[config.mk]
export PLATFORM = sky130hd
export DESIGN_NAME = avalon_line_queue_controller
export DESIGN_NICKNAME = d
export VERILOG_FILES = /design/src/rtl/avalon_line_queue_controller.sv
export SDC_FILE = /design/constraint.sdc
export NUM_CORES = 1
export LEC_CHECK = 0
export CORE_MARGIN = 8
export CORE_UTILIZATION = 51
export DETAILED_ROUTE_END_ITERATION = 8
export PLACE_DENSITY = 0.85
export SLEW_MARGIN = 10
export SYNTH_ARGS = -nofsm -noshare
export SYNTH_HDL_FRONTEND = slang
export SYNTH_SLANG_ARGS = --single-unit
[constraint.sdc]
create_clock -name clock -period 3.4 [get_ports clock]
set_clock_uncertainty 0.05 [all_clocks]
set_input_delay 1.02 -clock clock [delete_from_list [all_inputs] [get_ports clock]]
set_output_delay 1.02 -clock clock [all_outputs]
set_load 0.005 [all_outputs]
[src/rtl/avalon_line_queue_controller.sv]
// Avalon-MM line command queue with go/done dispatch to the drawer; LINE_QUEUE_IRQ_EN adds the drained interrupt.
// Latency: GO into an empty idle queue raises o_go 2 edges later; backpressure: full-queue GO stalls (MODE.bit0=0) or drops (poll).
module avalon_line_queue_controller #(
  parameter int X_W      = 9,
  parameter int Y_W      = 8,
  parameter int COLOUR_W = 3,
  parameter int DEPTH    = 4
) (
  input  logic                clock,
  input  logic                i_reset_n,
  input  logic                i_chipselect,
  input  logic [2:0]          i_address,
  input  logic                i_read,
  input  logic                i_write,
  input  logic [31:0]         i_writedata,
  output logic [31:0]         o_readdata,
  output logic                o_waitrequest,
`ifdef LINE_QUEUE_IRQ_EN
  output logic                o_irq,
`endif
  input  logic                i_done,
  output logic                o_go,
  output logic [COLOUR_W-1:0] o_colour,
  output logic [X_W-1:0]      o_X0,
  output logic [Y_W-1:0]      o_Y0,
  output logic [X_W-1:0]      o_X1,
  output logic [Y_W-1:0]      o_Y1
);

  localparam int XY_W = X_W + Y_W;
  localparam int E_W  = COLOUR_W + 2 * XY_W;
  localparam int LW   = $clog2(DEPTH);

  typedef enum logic {S_IDLE, S_BUSY} state_t;

  state_t              state_q, state_d;
  logic                poll_q, overflow_q;
  logic [XY_W-1:0]     start_q, end_q;
  logic [COLOUR_W-1:0] colour_q;
  logic [E_W-1:0]      mem_q [DEPTH];
  logic [E_W-1:0]      cmd_q;
  logic [LW:0]         wr_ptr_q, rd_ptr_q, level;
  logic                wr_en, go_wr, full, empty, push, pop, idle;
  logic                irq_en, drained;
  logic                unused_wdata;

  assign unused_wdata  = ^i_writedata;
  assign wr_en         = i_chipselect & i_write;
  assign go_wr         = wr_en & (i_address == 3'd2);
  assign level         = wr_ptr_q - rd_ptr_q;
  assign full          = (level == (LW+1)'(DEPTH));
  assign empty         = (level == '0);
  // Full is judged on the registered level, so a same-edge pop never admits a push.
  assign push          = go_wr & ~full;
  assign o_waitrequest = go_wr & full & ~poll_q;
  assign idle          = empty & (state_q == S_IDLE);
  assign o_go          = (state_q == S_BUSY);
  assign {o_colour, o_Y0, o_X0, o_Y1, o_X1} = cmd_q;

  always_comb begin
    state_d = state_q;
    pop     = 1'b0;
    case (state_q)
      S_IDLE: if (!empty) begin
        pop     = 1'b1;
        state_d = S_BUSY;
      end
      S_BUSY: if (i_done) state_d = S_IDLE;
      default: state_d = S_IDLE;
    endcase
  end

  always_ff @(posedge clock or negedge i_reset_n) begin
    if (!i_reset_n) begin
      state_q    <= S_IDLE;
      poll_q     <= 1'b0;
      overflow_q <= 1'b0;
      start_q    <= '0;
      end_q      <= '0;
      colour_q   <= '0;
      cmd_q      <= '0;
      wr_ptr_q   <= '0;
      rd_ptr_q   <= '0;
      for (int i = 0; i < DEPTH; i++) mem_q[i] <= '0;
    end else begin
      state_q <= state_d;
      if (wr_en) begin
        case (i_address)
          3'd0: poll_q <= i_writedata[0];
          3'd1: if (i_writedata[1]) overflow_q <= 1'b0;
          3'd3: start_q <= i_writedata[XY_W-1:0];
          3'd4: end_q <= i_writedata[XY_W-1:0];
          3'd5: colour_q <= i_writedata[COLOUR_W-1:0];
          default: ;
        endcase
      end
      if (go_wr && full && poll_q) overflow_q <= 1'b1;
      if (push) begin
        mem_q[wr_ptr_q[LW-1:0]] <= {colour_q, start_q, end_q};
        wr_ptr_q <= wr_ptr_q + 1'b1;
      end
      if (pop) begin
        cmd_q    <= mem_q[rd_ptr_q[LW-1:0]];
        rd_ptr_q <= rd_ptr_q + 1'b1;
      end
    end
  end

`ifdef LINE_QUEUE_IRQ_EN
  logic irq_en_q, drained_q;

  always_ff @(posedge clock or negedge i_reset_n) begin
    if (!i_reset_n) begin
      irq_en_q  <= 1'b0;
      drained_q <= 1'b0;
    end else begin
      if (wr_en && i_address == 3'd0) irq_en_q <= i_writedata[1];
      if (wr_en && i_address == 3'd1 && i_writedata[2]) drained_q <= 1'b0;
      // Last line finished with nothing left behind it and nothing arriving this edge.
      if (state_q == S_BUSY && i_done && empty && !push) drained_q <= 1'b1;
    end
  end

  assign irq_en  = irq_en_q;
  assign drained = drained_q;
  assign o_irq   = drained_q & irq_en_q;
`else
  assign irq_en  = 1'b0;
  assign drained = 1'b0;
`endif

  always_comb begin
    o_readdata = '0;
    if (i_chipselect && i_read) begin
      case (i_address)
        3'd0: o_readdata = {30'b0, irq_en, poll_q};
        3'd1: o_readdata = {16'b0, 8'(level), 5'b0, drained, overflow_q, idle};
        3'd3: o_readdata = 32'(start_q);
        3'd4: o_readdata = 32'(end_q);
        3'd5: o_readdata = 32'(colour_q);
        3'd6: o_readdata = 32'(level);
        default: o_readdata = '0;
      endcase
    end
  end

endmodule

==> qor.yml <==
grt.overflow.total: 0
tightest_slew_ns: 0.831
synth_largest_area_cell: "dfrtp_1"
post-route-util_pct: 64.2
synth_edf_count: 0
syn-cell-area_um2: 10200
grt_max_degree: 74
die_area_um2: 24700
synth_area_leaders: "dfrtp_1 57%, mux2_2 25%, mux4_2 8.2%, buf_6 1.2%, buf_4 1.2%"
antenna_cells: 0
ys_ff_latch: 231
leakage_nw: 5.96
cp-end-kind: "primary output"
grt_pass1_vias: 6931
synth.distinct_cells: 39
drtIter0Drc: 256
cp.arrival_ns: 2.35
crit_fanout: 7
place.gp.congestion: 0.876
dr.pass1.iters: 4
tritoncts: "done"
min_period_ns: 3.42
rsz0062_at_grt: "yes"
outcome: "complete, but fails checks"
syn_area_per_cell_um2: 15.8
finalCritPeriodShare_pct: 100
grt.total_usage_pct: 20.1
die_w_um: 157
dpl.cell_count: 1003
root_buffer: "clkbuf_16"
clk_latency_ns: 0.52
max-cap-violations: 0
violations: "setup timing"
area_delta_synth_final_pct: 23.1
synth_top_area_share_pct: 56.8
num_io_pins: 112
port_buffers: 81
setup_viol: 1
final_cells: 1058
clock-sinks: 231
rows: 51
yosysSeqAreaShare_pct: 56.8
async_flop_share_pct: 100
final.setup.tns_ns: -0.0156
antenna_found_initial: 0
die_y_um: 157
worst_hold_path_type: "input pin to asynchronous set/reset pin"
ant_nets: 0
dpl_cell_area_um2: 11600
syn_inst: 645
place_ws_ns: -0.743
core-area_um2: 19500
met1_usage_pct: 24.0
final.fill_count: 1392
numCtsBuffers: 23
worstSetupStartpointType: "input pin"
grt_pass1_wl_um: 38500
num-nets-final: 824
vias: 5995
synthFlopType: "dfrtp_1"
criticalPathCategory: "input pin to primary output"
cp.required_ns: 2.33
grtUsageMet3_pct: 2.63
postRouteWirelength_um: 23800
final_hold_viol_count: 0
dpl.hpwl_um: 16100
path_clk_slew_ns: 0.06
powerDensity_nw_per_um2: 801
slew_viol_final: 0
routedWlPerCell_um: 22.5
synth.most_common_cell: "dfrtp_1"
grt_util_met2_pct: 36.4
synth_warnings: 0
slew_headroom_pct: 44.6
r2r_cells: 10
setup_ws_ns: -0.0156
grt_most_used_layer: "met2"
clock.fmax_mhz: 293
via_per_inst: 5.67
ir_drop_v: 0.000437
ys_top_cells_by_count: "231 x dfrtp_1, 224 x mux2_2, 37 x mux4_2"
htreeDepth: 1
layout-drive-gt1-share_pct: 51.1
postLayoutCellArea_um2: 12500
initial_core_util_pct: 52.1
clockBufferDepth: 3
drc: 0
-- critical path, cell delays in order --
cell and delay, ns:
buf_4 0.14, buf_4 0.14, nand2_2 0.05, nor2_1 0.04, buf_4 0.16, buf_4 0.14, buf_4 0.13, a22oi_2 0.17
nor2_2 0.07, dlygate4sd2_1 0.27
-- final timing paths --
check	slack, ns	from	end
worst max-delay path	-0.02	i_address[0]	o_readdata[3]
worst min-delay path	0.39	i_reset_n	cmd_q[0]$_DFFE_PN0P_
worst max register to register	0.53	wr_ptr_q[0]$_DFFE_PN0N_	mem_q[75]$_DFFE_PN0P_
worst min register to register	0.45	mem_q[68]$_DFFE_PN0P_	mem_q[68]$_DFFE_PN0P_
max in group asynchronous	2.06	i_reset_n	end_q[6]$_DFFE_PN0P_
min in group clock	0.45	mem_q[68]$_DFFE_PN0P_	mem_q[68]$_DFFE_PN0P_
-- layout by cell type (no fill, tap or decap), types with 3 or more instances in the layout --
cell type and count:
a22o_1 3, a22oi_1 13, buf_12 11, buf_2 8, buf_4 48, buf_6 3, bufinv_16 3, clkbuf_16 23
clkbuf_8 4, clkdlybuf4s50_1 57, clkinv_2 5, conb_1 15, dfrtp_1 230, dlygate4sd2_1 13, ha_1 5, mux2_2 224
mux4_2 37, nand2_1 9, nand2_2 4, nand2b_1 4, nor2_1 11, nor2_2 5, nor2b_1 4, xnor2_1 3
-- stage by stage --
stage / hold WS, ns / power [mW]
finish: 0.385 / 10.0
global route: 0.433 / 10.5
CTS: 0.423 / 10.1
detailed placement: 0.438 / 7.22
global placement: 0.431 / 7.01
floorplan: 0.415 / 5.98
-- power breakdown --
group | switching, mW | internal [mW] | total, mW | leakage [nW]
clock | 1.07 | 1.58 | 2.65 | 0.395
combinational | 1.30 | 1.89 | 3.19 | 2.47
sequential | 0.608 | 3.59 | 4.20 | 3.09
total | 2.98 | 7.05 | 10.0 | 5.96
-- repair_timing --
| item | CTS | global route |
|---|---|---|
| endpoints found under the setup margin | 18 | 9 |
| buffers inserted | 14 | 0 |
| pin swaps | 10 | 9 |
| resized for setup | 81 | 6 |
| endpoints found under the hold margin | 0 | 0 |
| hold buffers | 0 | 0 |
-- logic make-up (layout without fill, tap and decap cells) --
kind of cell	after synthesis	after routing	synth area share, %
muxes	261	261	33.0
DFF	231	231	56.8
and+or+nand+nor	53	53	2.59
buffers and inverters	53	187	3.39
AOI/OAI and AO/OA	33	33	2.50
adders and majority gates	7	7	0.934
xor gates and xnor gates	6	6	0.799
other	1	15	0.0368
-- flip-flops by register name, indices dropped and copies added, names as in the netlist --
signal / count
mem_q: 148
cmd_q: 37
end_q: 17
start_q: 17
colour_q: 3
rd_ptr_q: 3
wr_ptr_q: 3
o_go: 1
overflow_q: 1
poll_q: 1
-- final cells by class --
| type | count | area, um^2 | share of cell area (%) |
|---|---|---|---|
| Clock buffer | 29 | 638 | 5.09 |
| Clock inverter | 13 | 168 | 1.34 |
| Inverter | 3 | 11.3 | 0.0899 |
| Multi-Input combinational cell | 375 | 4230 | 33.8 |
| Sequential cell | 231 | 5780 | 46.1 |
| Tap cell | 265 | 332 | 2.65 |
| Timing Repair Buffer | 142 | 1360 | 10.9 |
-- routing by layer --
layer | part of all wire [%] | vias to the layer above
li1 | - | 2610
met1 | 40 | 3187
met2 | 53 | 152
met3 | 4.2 | 46
met4 | 3.1 | 0
met5 | 0 | -
Power figures use the tool's default switching activity.
